--- config.mk ---
export PLATFORM = sky130hd
export DESIGN_NAME = pre_if_stage_flat
export DESIGN_NICKNAME = d
export VERILOG_FILES = /design/src/rtl/pre_if_stage_pkg.sv /design/src/rtl/pre_if_stage_if.sv /design/src/rtl/pre_if_redirect_buf.sv /design/src/rtl/pre_if_stage.sv /design/src/flat_wrapper.sv
export SDC_FILE = /design/constraint.sdc
export NUM_CORES = 1
export LEC_CHECK = 0
export ABC_AREA = 1
export CORE_MARGIN = 4
export CORE_UTILIZATION = 30
export DETAILED_ROUTE_END_ITERATION = 12
export GPL_TIMING_DRIVEN = 0
export PLACE_DENSITY = 0.5
export RECOVER_POWER = 100
export SYNTH_ARGS = -nofsm -noshare
export SYNTH_HDL_FRONTEND = slang
export SYNTH_SLANG_ARGS = --single-unit
--- constraint.sdc ---
create_clock -name clk -period 3.57 [get_ports clk]
set_clock_uncertainty 0.05 [all_clocks]
set_input_delay 0.714 -clock clk [delete_from_list [all_inputs] [get_ports clk]]
set_output_delay 0.714 -clock clk [all_outputs]
set_load 0.1 [all_outputs]
--- src/rtl/pre_if_stage_pkg.sv ---
// Shared constants and types for the pre-IF stage: bus widths, default
// reset/exception addresses and the request FSM state encoding.
package pre_if_stage_pkg;

    localparam int BR_BUS_WD       = 34;
    localparam int PS_TO_FS_BUS_WD = 34;

    localparam logic [31:0] RESET_PC_DEFAULT = 32'hbfc00000;
    localparam logic [31:0] EX_ENTRY_DEFAULT = 32'hbfc00380;

    typedef enum logic {
        IDLE = 1'b0,
        REQ  = 1'b1
    } ps_state_e;

    // Clear the byte offset so the address names a whole word.
    function automatic logic [31:0] word_align(input logic [31:0] addr);
        return {addr[31:2], 2'b00};
    endfunction

endpackage

--- src/rtl/pre_if_stage_if.sv ---
// Address phase of the SRAM-like instruction bus. The fetch stage is the
// master; the memory side only answers with inst_addr_ok.
interface pre_if_stage_if;

    logic        inst_req;
    logic        inst_wr;
    logic [1:0]  inst_size;
    logic [31:0] inst_addr;
    logic        inst_addr_ok;

    modport master (
        output inst_req,
        output inst_wr,
        output inst_size,
        output inst_addr,
        input  inst_addr_ok
    );

    modport slave (
        input  inst_req,
        input  inst_wr,
        input  inst_size,
        input  inst_addr,
        output inst_addr_ok
    );

endinterface

--- src/rtl/pre_if_redirect_buf.sv ---
// One-entry redirect holder. Presents the winning redirect (incoming or
// buffered) every cycle and keeps it until the fetch logic consumes it.
// Write-back redirects (exception/eret) always win; a branch can replace a
// buffered branch but never a buffered write-back target.
module pre_if_redirect_buf (
    input  logic        clk,
    input  logic        reset,
    input  logic        in_valid,
    input  logic        in_wb,
    input  logic [31:0] in_target,
    input  logic        consume,
    output logic        sel_valid,
    output logic [31:0] sel_target
);

    logic        buf_valid_reg;
    logic        buf_wb_reg;
    logic [31:0] buf_target_reg;
    logic        take_in;
    logic        sel_wb;

    // Pick between the incoming redirect and the held one
    always_comb begin
        take_in    = in_valid & (in_wb | ~(buf_valid_reg & buf_wb_reg));
        sel_valid  = in_valid | buf_valid_reg;
        sel_target = take_in ? in_target : buf_target_reg;
        sel_wb     = take_in ? in_wb : buf_wb_reg;
    end

    // Capture whatever redirect was not used this cycle
    always_ff @(posedge clk) begin
        if (reset || consume) begin
            buf_valid_reg <= 1'b0;
        end else if (sel_valid) begin
            buf_valid_reg  <= 1'b1;
            buf_wb_reg     <= sel_wb;
            buf_target_reg <= sel_target;
        end
    end

endmodule

--- src/rtl/pre_if_stage.sv ---
// Pre-IF stage: picks the next fetch PC, drives the instruction bus address
// phase and hands accepted PCs to IF one cycle after acceptance, flagging
// requests that a redirect overtook so IF throws their data away.
// Optional build macro PRE_IF_ADEL_EN: misaligned fetch addresses raise an
// address-error instead of being word-aligned.
module pre_if_stage
    import pre_if_stage_pkg::*;
#(
    parameter logic [31:0] RESET_PC = RESET_PC_DEFAULT,
    parameter logic [31:0] EX_ENTRY = EX_ENTRY_DEFAULT
) (
    input  logic                       clk,
    input  logic                       reset,
    input  logic                       fs_allowin,
    input  logic [BR_BUS_WD-1:0]       br_bus,
    input  logic                       ws_ex,
    input  logic                       ws_eret,
    input  logic [31:0]                cp0_epc,
    pre_if_stage_if.master             inst_bus,
    output logic                       ps_to_fs_valid,
    output logic [PS_TO_FS_BUS_WD-1:0] ps_to_fs_bus
);

    logic        br_stall;
    logic        br_taken;
    logic [31:0] br_target;
    assign {br_stall, br_taken, br_target} = br_bus;

    ps_state_e                  state_reg;
    logic [31:0]                ps_pc_reg;
    logic [31:0]                req_addr_reg;
    logic                       stale_reg;
    logic                       ps_to_fs_valid_reg;
    logic [PS_TO_FS_BUS_WD-1:0] ps_to_fs_bus_reg;
`ifdef PRE_IF_ADEL_EN
    logic                       adel_hold_reg;
`endif

    logic        in_valid;
    logic        in_wb;
    logic [31:0] in_target;
    logic        sel_valid;
    logic [31:0] sel_target;
    logic        consume;
    logic        stale_now;
    logic        can_issue;
    logic        misaligned;
    logic        req_now;
    logic        accept;
    logic [31:0] base_pc;
    logic [31:0] next_raw;
    logic [31:0] next_addr;
    logic [31:0] addr_now;

    // Same-cycle redirect priority: exception, then eret, then branch
    always_comb begin
        in_valid = ws_ex | ws_eret | br_taken;
        in_wb    = ws_ex | ws_eret;
        if (ws_ex) begin
            in_target = EX_ENTRY;
        end else if (ws_eret) begin
            in_target = cp0_epc;
        end else begin
            in_target = br_target;
        end
    end

    pre_if_redirect_buf u_redirect_buf (
        .clk        (clk),
        .reset      (reset),
        .in_valid   (in_valid),
        .in_wb      (in_wb),
        .in_target  (in_target),
        .consume    (consume),
        .sel_valid  (sel_valid),
        .sel_target (sel_target)
    );

    // Next fetch address, bus request and redirect consumption
    always_comb begin
        stale_now = stale_reg | in_valid;
        can_issue = fs_allowin & ~br_stall & ~reset;
`ifdef PRE_IF_ADEL_EN
        // After an address error only the exception redirect restarts fetch
        can_issue = can_issue & (~adel_hold_reg | ws_ex);
`endif
        // On acceptance in REQ the sequential PC moves past the delivered
        // word unless a redirect made that word stale
        if (state_reg == REQ && !stale_now) begin
            base_pc = req_addr_reg + 32'd4;
        end else begin
            base_pc = ps_pc_reg;
        end
        next_raw = sel_valid ? sel_target : base_pc;
`ifdef PRE_IF_ADEL_EN
        next_addr  = next_raw;
        misaligned = |next_raw[1:0];
`else
        next_addr  = word_align(next_raw);
        misaligned = 1'b0;
`endif
        if (state_reg == REQ) begin
            req_now  = ~reset;
            addr_now = req_addr_reg;
        end else begin
            req_now  = can_issue & ~misaligned;
            addr_now = next_addr;
        end
        accept = req_now & inst_bus.inst_addr_ok;
        // An issue (or an address-error report) uses up the redirect
        if (state_reg == IDLE) begin
            consume = can_issue;
        end else begin
            consume = accept & can_issue & ~misaligned;
        end
    end

    assign inst_bus.inst_req  = req_now;
    assign inst_bus.inst_wr   = 1'b0;
    assign inst_bus.inst_size = 2'b10;
    assign inst_bus.inst_addr = addr_now;
    assign ps_to_fs_valid     = ps_to_fs_valid_reg;
    assign ps_to_fs_bus       = ps_to_fs_bus_reg;

    // Request FSM with PC tracking and registered hand-off to IF
    always_ff @(posedge clk) begin
        if (reset) begin
            state_reg          <= IDLE;
            ps_pc_reg          <= RESET_PC;
            req_addr_reg       <= 32'd0;
            stale_reg          <= 1'b0;
            ps_to_fs_valid_reg <= 1'b0;
            ps_to_fs_bus_reg   <= '0;
`ifdef PRE_IF_ADEL_EN
            adel_hold_reg      <= 1'b0;
`endif
        end else begin
            ps_to_fs_valid_reg <= 1'b0;
            case (state_reg)
                IDLE: begin
`ifdef PRE_IF_ADEL_EN
                    if (ws_ex) begin
                        adel_hold_reg <= 1'b0;
                    end
                    if (can_issue && misaligned) begin
                        ps_to_fs_valid_reg <= 1'b1;
                        ps_to_fs_bus_reg   <= {1'b0, 1'b1, next_addr};
                        adel_hold_reg      <= 1'b1;
                    end
`endif
                    if (req_now) begin
                        if (inst_bus.inst_addr_ok) begin
                            // Accepted in the issue cycle: stay here so the
                            // next word can be issued straight away
                            ps_to_fs_valid_reg <= 1'b1;
                            ps_to_fs_bus_reg   <= {1'b0, 1'b0, next_addr};
                            ps_pc_reg          <= next_addr + 32'd4;
                        end else begin
                            req_addr_reg <= next_addr;
                            stale_reg    <= 1'b0;
                            state_reg    <= REQ;
                        end
                    end
                end
                REQ: begin
                    if (accept) begin
                        ps_to_fs_valid_reg <= 1'b1;
                        ps_to_fs_bus_reg   <= {stale_now, 1'b0, req_addr_reg};
                        ps_pc_reg          <= base_pc;
                        stale_reg          <= 1'b0;
                        if (can_issue && !misaligned) begin
                            req_addr_reg <= next_addr;
                        end else begin
                            state_reg <= IDLE;
                        end
                    end else if (in_valid) begin
                        stale_reg <= 1'b1;
                    end
                end
            endcase
        end
    end

endmodule

--- src/flat_wrapper.sv ---
// flat-port wrapper written by rule: the top's interface ports become plain ports
module pre_if_stage_flat import pre_if_stage_pkg::*;
#(
    parameter logic [31:0] RESET_PC = RESET_PC_DEFAULT,
    parameter logic [31:0] EX_ENTRY = EX_ENTRY_DEFAULT
)
  (clk, reset, fs_allowin, br_bus, ws_ex, ws_eret, cp0_epc, ps_to_fs_valid, ps_to_fs_bus, inst_bus_inst_req, inst_bus_inst_wr, inst_bus_inst_size, inst_bus_inst_addr, inst_bus_inst_addr_ok);
  pre_if_stage_if inst_bus_i ();
  input  logic clk;
  input  logic reset;
  input  logic fs_allowin;
  input  logic [BR_BUS_WD-1:0] br_bus;
  input  logic ws_ex;
  input  logic ws_eret;
  input  logic [31:0] cp0_epc;
  output logic ps_to_fs_valid;
  output logic [PS_TO_FS_BUS_WD-1:0] ps_to_fs_bus;
  output wire logic [$bits(inst_bus_i.inst_req)-1:0] inst_bus_inst_req;
  output wire logic [$bits(inst_bus_i.inst_wr)-1:0] inst_bus_inst_wr;
  output wire logic [$bits(inst_bus_i.inst_size)-1:0] inst_bus_inst_size;
  output wire logic [$bits(inst_bus_i.inst_addr)-1:0] inst_bus_inst_addr;
  input wire logic [$bits(inst_bus_i.inst_addr_ok)-1:0] inst_bus_inst_addr_ok;
  assign inst_bus_inst_req = inst_bus_i.inst_req;
  assign inst_bus_inst_wr = inst_bus_i.inst_wr;
  assign inst_bus_inst_size = inst_bus_i.inst_size;
  assign inst_bus_inst_addr = inst_bus_i.inst_addr;
  assign inst_bus_i.inst_addr_ok = inst_bus_inst_addr_ok;
  pre_if_stage #(.RESET_PC(RESET_PC), .EX_ENTRY(EX_ENTRY)) u_core (.clk(clk), .reset(reset), .fs_allowin(fs_allowin), .br_bus(br_bus), .ws_ex(ws_ex), .ws_eret(ws_eret), .cp0_epc(cp0_epc), .inst_bus(inst_bus_i), .ps_to_fs_valid(ps_to_fs_valid), .ps_to_fs_bus(ps_to_fs_bus));
endmodule
==> metrics.cfg, run 1 <==
[timing]
maxSlewViolCount = 0
setup-violations-final = 0
relSlewSlack_pct = 34.3
fmax_mhz = 283
rsz0062_at_grt = yes
finalHoldViolations = 0
fin_crit_ps = 3540
finalCritPeriodShare_pct = 99.1
setup_tns_ps = 0
tightest_slew_ps = 982
setup_ws_ps = 32.1

[placement]
dp.cells = 1828
pre_cts_ws_ps = -1520
dp_hpwl_mm = 27.4
routabilityCongestion = 0.953
port_buffers = 129

[clocking]
numCtsBuffers = 17
postCtsHoldBufs = 0
clk_latency_ps = 430
cts_tree = built
clockBufferDepth = 2
cts.htree.levels = 4
clock_sinks = 126
path_clk_slew_ps = 60
cts_root_buf = clkbuf_16

[yosys]
synth-async-reset-ratio_pct = 0
yosysSeqAreaShare_pct = 32.8
syn_area_per_cell_um2 = 6.56
synth_edf_count = 31
yosysUniqueCellTypes = 54
yosys_most_used_dff = dfxtp_1
ys_seq_elements = 126
syn_inst = 1315
netlist_area_um2 = 8620
yosysWarnings = 0

[floorplan]
initial_core_util_pct = 30.7
core-area_um2 = 28100
die_w_um = 178
row_count = 61
die_h_um = 178
dieArea_um2 = 31500
io_pins = 143

[routing]
wire_per_inst_um = 19.2
drc = 0
wl_mm = 36.3
ant_nets = 0
drtIter0Drc = 948
drtPass1Iterations = 6
vias_per_cell = 5.04
dr_total_vias = 9531

[worst_setup_path]
worstSetupEndpointType = output pin
critPathRequiredTime_ps = 2810
cp-start-kind = input pin
critPathMaxFanout = 10
crit_type = input pin to output pin
arrival_ps = 2770

[power]
vdd_drop_max_uv = 254
p_leak_nw = 4.97
power.density_nw_per_um2 = 413
p_total_mw = 4.94

[global_route]
grt_pass1_vias = 8742
top_usage_layer = met2
use_met1_pct = 33.0
antenna_found_initial = 0
overflow = 0
use_met3_pct = 3.43
grt_max_degree = 31
grt_use_met2_pct = 34.0
grt_pass1_wl_mm = 53.8
grt_usage_pct = 22.6

[status]
status = finished, final reports clean

[layout]
largest_reg_flops = 31
layout_common_cells = nand2_1, inv_1, nand3_1
drive_gt1_share_pct = 19.7
diodes = 0
nNetsFinal = 1575
fin_util_pct = 42.6
final_common_cell = nand2_1
instances_no_fill = 1892
area_delta_synth_final_pct = 38.7
fill_cells = 2992

[min_path]
hold_path_class = flip-flop to flip-flop

[flow_run]
drv_cap = 0

-- metrics by stage --
stage	hold WS, ps	instance area [µm²]
finish	411	12000
global route	423	12000
CTS	409	11600
detailed placement	398	10500
global placement	396	10500
floorplan	380	8710
-- cells in the mapped netlist (14+ instances only) --
cell type / instances / area (µm²)
a21oi_1: 47 / 235
a22o_1: 19 / 166
clkbuf_1: 33 / 124
dfxtp_1: 95 / 1900
edfxtp_1: 31 / 931
inv_1: 143 / 537
nand2_1: 380 / 1430
nand2_2: 14 / 87.6
nand3_1: 141 / 706
nand4_1: 17 / 106
nor2_1: 112 / 420
nor2_2: 14 / 87.6
o21ai_0: 96 / 480
o21bai_1: 15 / 113
-- where the power goes --
| group | internal (mW) | switching [mW] | total (mW) |
|---|---|---|---|
| Clock | 1.04 | 0.723 | 1.76 |
| Sequential | 1.55 | 0.0466 | 1.60 |
| Combinational | 0.474 | 1.10 | 1.58 |
| Total | 3.07 | 1.87 | 4.94 |
-- cells by family after synthesis --
logic type / Yosys count / synth area share, %
buffers and inverters: 227 / 11.7
DFF: 126 / 32.8
other: 2 / 0.0871
adders and majority gates: 2 / 0.290
xor gates and xnor gates: 2 / 0.203
AOI/OAI and AO/OA: 234 / 16.9
and+or+nand+nor: 722 / 38.0
-- critical path, cell delays in order --
cell           delay, ps
dlygate4sd2_1        270
nor2_4               120
buf_8                140
nand3_4              130
nor2_8               170
buf_8                150
buf_6                140
nand3_1              190
nand3_1              220
nand2_4              100
nor2_4               160
a21oi_4               60
buf_12               190
-- area by class of cell --
type	instances	area, µm²	share of cell area [%]
buffer	74	507	4.24
clock buffer	21	480	4.02
clock inverter	11	104	0.868
inverter	153	584	4.88
multi-input combinational	969	5260	44.0
sequential	126	2840	23.8
tap	378	473	3.95
timing repair buffer	160	1710	14.3
-- worst paths after layout --
kind,startpoint,end,slack (ps),depth (start not counted)
setup / recovery,ws_eret,inst_bus_inst_addr[26],30,13
hold / removal,u_core.ps_pc_reg[22],u_core.ps_pc_reg[22],410,2
setup reg to reg,u_core.state_reg,u_core.ps_pc_reg[25],280,10
hold reg to reg,u_core.ps_pc_reg[22],u_core.ps_pc_reg[22],410,2
-- layer usage --
metal  wire (µm)  share of wire, %
met2       15500                43
met1       17300                48
met3        2700               7.4
met4         826               2.3
met5           0                 0
-- repair_timing --
item | CTS | global route
pin swaps | 8 | 6
endpoints found under the hold margin | 0 | 0
buffers inserted | 18 | 12
endpoints found under the setup margin | 31 | 30
resized for setup | 294 | 72
gates cloned | 2 | 0
(Power assumes the default switching activity.)
==> run 2, diff against run 1 <==
CTS_CLUSTER_DIAMETER = 50   (was unset)
CTS_CLUSTER_SIZE = 14   (was unset)
clock period = 3.6 ns   (was 3.57 ns; I/O delays follow)
==> metrics.cfg, run 2 (synthesis gave the netlist of run 1 again) <==
[status]
status = finished, final reports clean  ; unchanged

[worst_setup_path]
slowest_stage = buf_2  ; was dlygate4sd2_1
critPathMaxFanout = 8  ; was 10
crit_type = input pin to output pin  ; unchanged
slowest_delay_ps = 450  ; was 270 ps
cp_common_cell = o21ai_2
cp-start-kind = input pin  ; unchanged
worstSetupEndpointType = output pin  ; unchanged
critPathRequiredTime_ps = 2830  ; was 2810 ps
arrival_ps = 2750  ; was 2770 ps
crit_chain = dlygate4sd2_1 > inv_4 > nand3_4 > nor2_8 > buf_4 > nand3_1 > nand2_1 > o21ai_2 > o21ai_2 > buf_2  ; was dlygate4sd2_1 > nor2_4 > buf_8 > nand3_4 > nor2_8 > buf_8 > buf_6 > nand3_1 > nand3_1 > nand2_4 > nor2_4 > a21oi_4 > buf_12

[placement]
routabilityCongestion = 0.962  ; was 0.953
port_buffers = 129  ; unchanged
dp.cells = 1828  ; unchanged
dp_hpwl_mm = 27.9  ; was 27.4 mm
place_area_um2 = 10500  ; about the same

[clocking]
path_clk_slew_ps = 60  ; about the same
numCtsBuffers = 17  ; unchanged
cts_tree = built  ; unchanged
clk_latency_ps = 430  ; about the same
clock_sinks = 126  ; unchanged
cts.htree.levels = 4  ; unchanged
cts_root_buf = clkbuf_16  ; unchanged
clockBufferDepth = 2  ; unchanged

[global_route]
grt_pass1_wl_mm = 54.3  ; was 53.8 mm
grt_usage_pct = 22.8  ; was 22.6%
grt_pass1_vias = 8928  ; was 8742
grt_max_degree = 31  ; unchanged
antenna_found_initial = 0  ; unchanged
overflow = 0  ; unchanged

[routing]
dr_total_vias = 9377  ; was 9531
drtIter0Drc = 855  ; was 948
wire_per_inst_um = 19.2  ; about the same
drtPass1Iterations = 7  ; was 6
wl_mm = 36.3  ; about the same
ant_nets = 0  ; unchanged
vias_per_cell = 4.98  ; was 5.04
drc = 0  ; unchanged

[timing]
finalHoldViolations = 0  ; unchanged
fin_hold_ws_ps = 415  ; was 411 ps
rsz0062_at_grt = yes  ; unchanged
tightest_slew_ps = 1160  ; was 982 ps
fin_crit_ps = 3520
finalCritPeriodShare_pct = 97.8
setup-violations-final = 0  ; unchanged
relSlewSlack_pct = 22.8  ; was 34.3%
maxSlewViolCount = 0  ; unchanged
fmax_mhz = 284

[power]
p_total_mw = 4.81  ; was 4.94 mW
p_leak_nw = 4.94  ; was 4.97 nW
p_sw_share_pct = 37.8  ; was 37.9%
vdd_drop_max_uv = 267  ; was 254 µV
p_int_mw = 2.99  ; was 3.07 mW
power.density_nw_per_um2 = 415  ; was 413 nW/µm²
p_switching_mw = 1.82  ; was 1.87 mW
power_frac_comb_pct = 31.3  ; was 31.9%
p_seq_share_pct = 33.0  ; was 32.4%
clkPwrFrac_pct = 35.7  ; was 35.6%

[layout]
layout_common_cells = nand2_1, inv_1, nand3_1  ; unchanged
stdcell_area_um2 = 11600  ; was 12000 µm²
drive_gt1_share_pct = 17.9  ; was 19.7%
diodes = 0  ; unchanged
area_delta_synth_final_pct = 34.5  ; was 38.7%
largest_reg_flops = 31  ; unchanged
final_common_cell = nand2_1  ; unchanged
instances_no_fill = 1884  ; was 1892
fill_cells = 3123  ; was 2992
nNetsFinal = 1567  ; was 1575

[min_path]
hold_path_class = flip-flop to flip-flop  ; unchanged

[floorplan]
dieArea_um2 = 31500  ; unchanged
die_h_um = 178  ; unchanged
initial_core_util_pct = 30.7  ; unchanged
die_w_um = 178  ; unchanged
core-area_um2 = 28100  ; unchanged
io_pins = 143  ; unchanged
row_count = 61  ; unchanged

[flow_run]
drv_cap = 0  ; unchanged

run 2: cell count changes in the layout (fill, tap and decap cells not counted), sizes merged, moves of 2 or more:
cell,change
clkdlybuf4s50,-35
clkinvlp,-2
dlygate4sd2,-2
buf,-13
clkbuf,+14
dlygate4sd3,+35
inv,-3
run 2: what timing repair did:
item | in CTS | in global routing
setup endpoints to repair | 31 | 29
endpoints found under the hold margin | 0 | 0
pin swaps | 6 | 7
gates resized for setup | 281 | 66
gates cloned | 1 | 1
buffers inserted | 17 | 5
hold buffers | 0 | 0
run 2: metal layers:
layer / GRT usage (%) / vias to the layer above / part of all wire (%)
met5: 0 / - / 0
met4: 4.93 / 0 / 1.8
met3: 5.73 / 51 / 9.0
met2: 35.4 / 397 / 43
met1: 32.1 / 4273 / 46
li1: - / 4656 / -
run 2: cell type report:
class                   count  area (µm²)  share of cell area [%]
plain buffers              74         482                    4.15
flip-flops and latches    126        2840                    24.5
well taps                 378         473                    4.08
inverters                 153         584                    5.04
multi-input cells         968        5070                    43.7
clock buffers              26         533                    4.60
repair buffers            153        1570                    13.6
clock inverters             6        45.0                   0.388
run 2: power groups by stage:
stage,Clock (mW),Sequential (mW),Combinational (mW)
6_report,1.72,1.59,1.51
3_5_place_dp,0,1.62,1.39
5_1_grt,1.80,1.60,1.60
3_3_place_gp,0,1.62,1.39
2_1_floorplan,0,1.74,0.856
4_1_cts,1.74,1.59,1.48
run 2: worst paths after layout:
path / start / to / slack (ps) / cells after the start
worst max-delay path: br_bus[32] / inst_bus_inst_addr[8] / 80 / 10
worst min-delay path: u_core.ps_pc_reg[22] / u_core.ps_pc_reg[22] / 410 / 2
worst min register to register: u_core.ps_pc_reg[22] / u_core.ps_pc_reg[22] / 410 / 2
worst max register to register: u_core.req_addr_reg[2] / u_core.ps_pc_reg[27] / 450 / 20
run 2: critical path, delay by kind of cell:
kind	cells	cell delay (ps)
compound gates	2	350
buf+inv	4	1000
simple gates	4	670
run 2: stage by stage:
stage	TNS, ps	setup slack (ps)	util (%)
2_1_floorplan	-294	-261	-
3_3_place_gp	-77890	-1560	37.3
3_5_place_dp	-40760	-1550	37.3
4_1_cts	0	1.86	41.0
5_1_grt	-108	-25.8	41.3
6_report	0	80.3	41.3
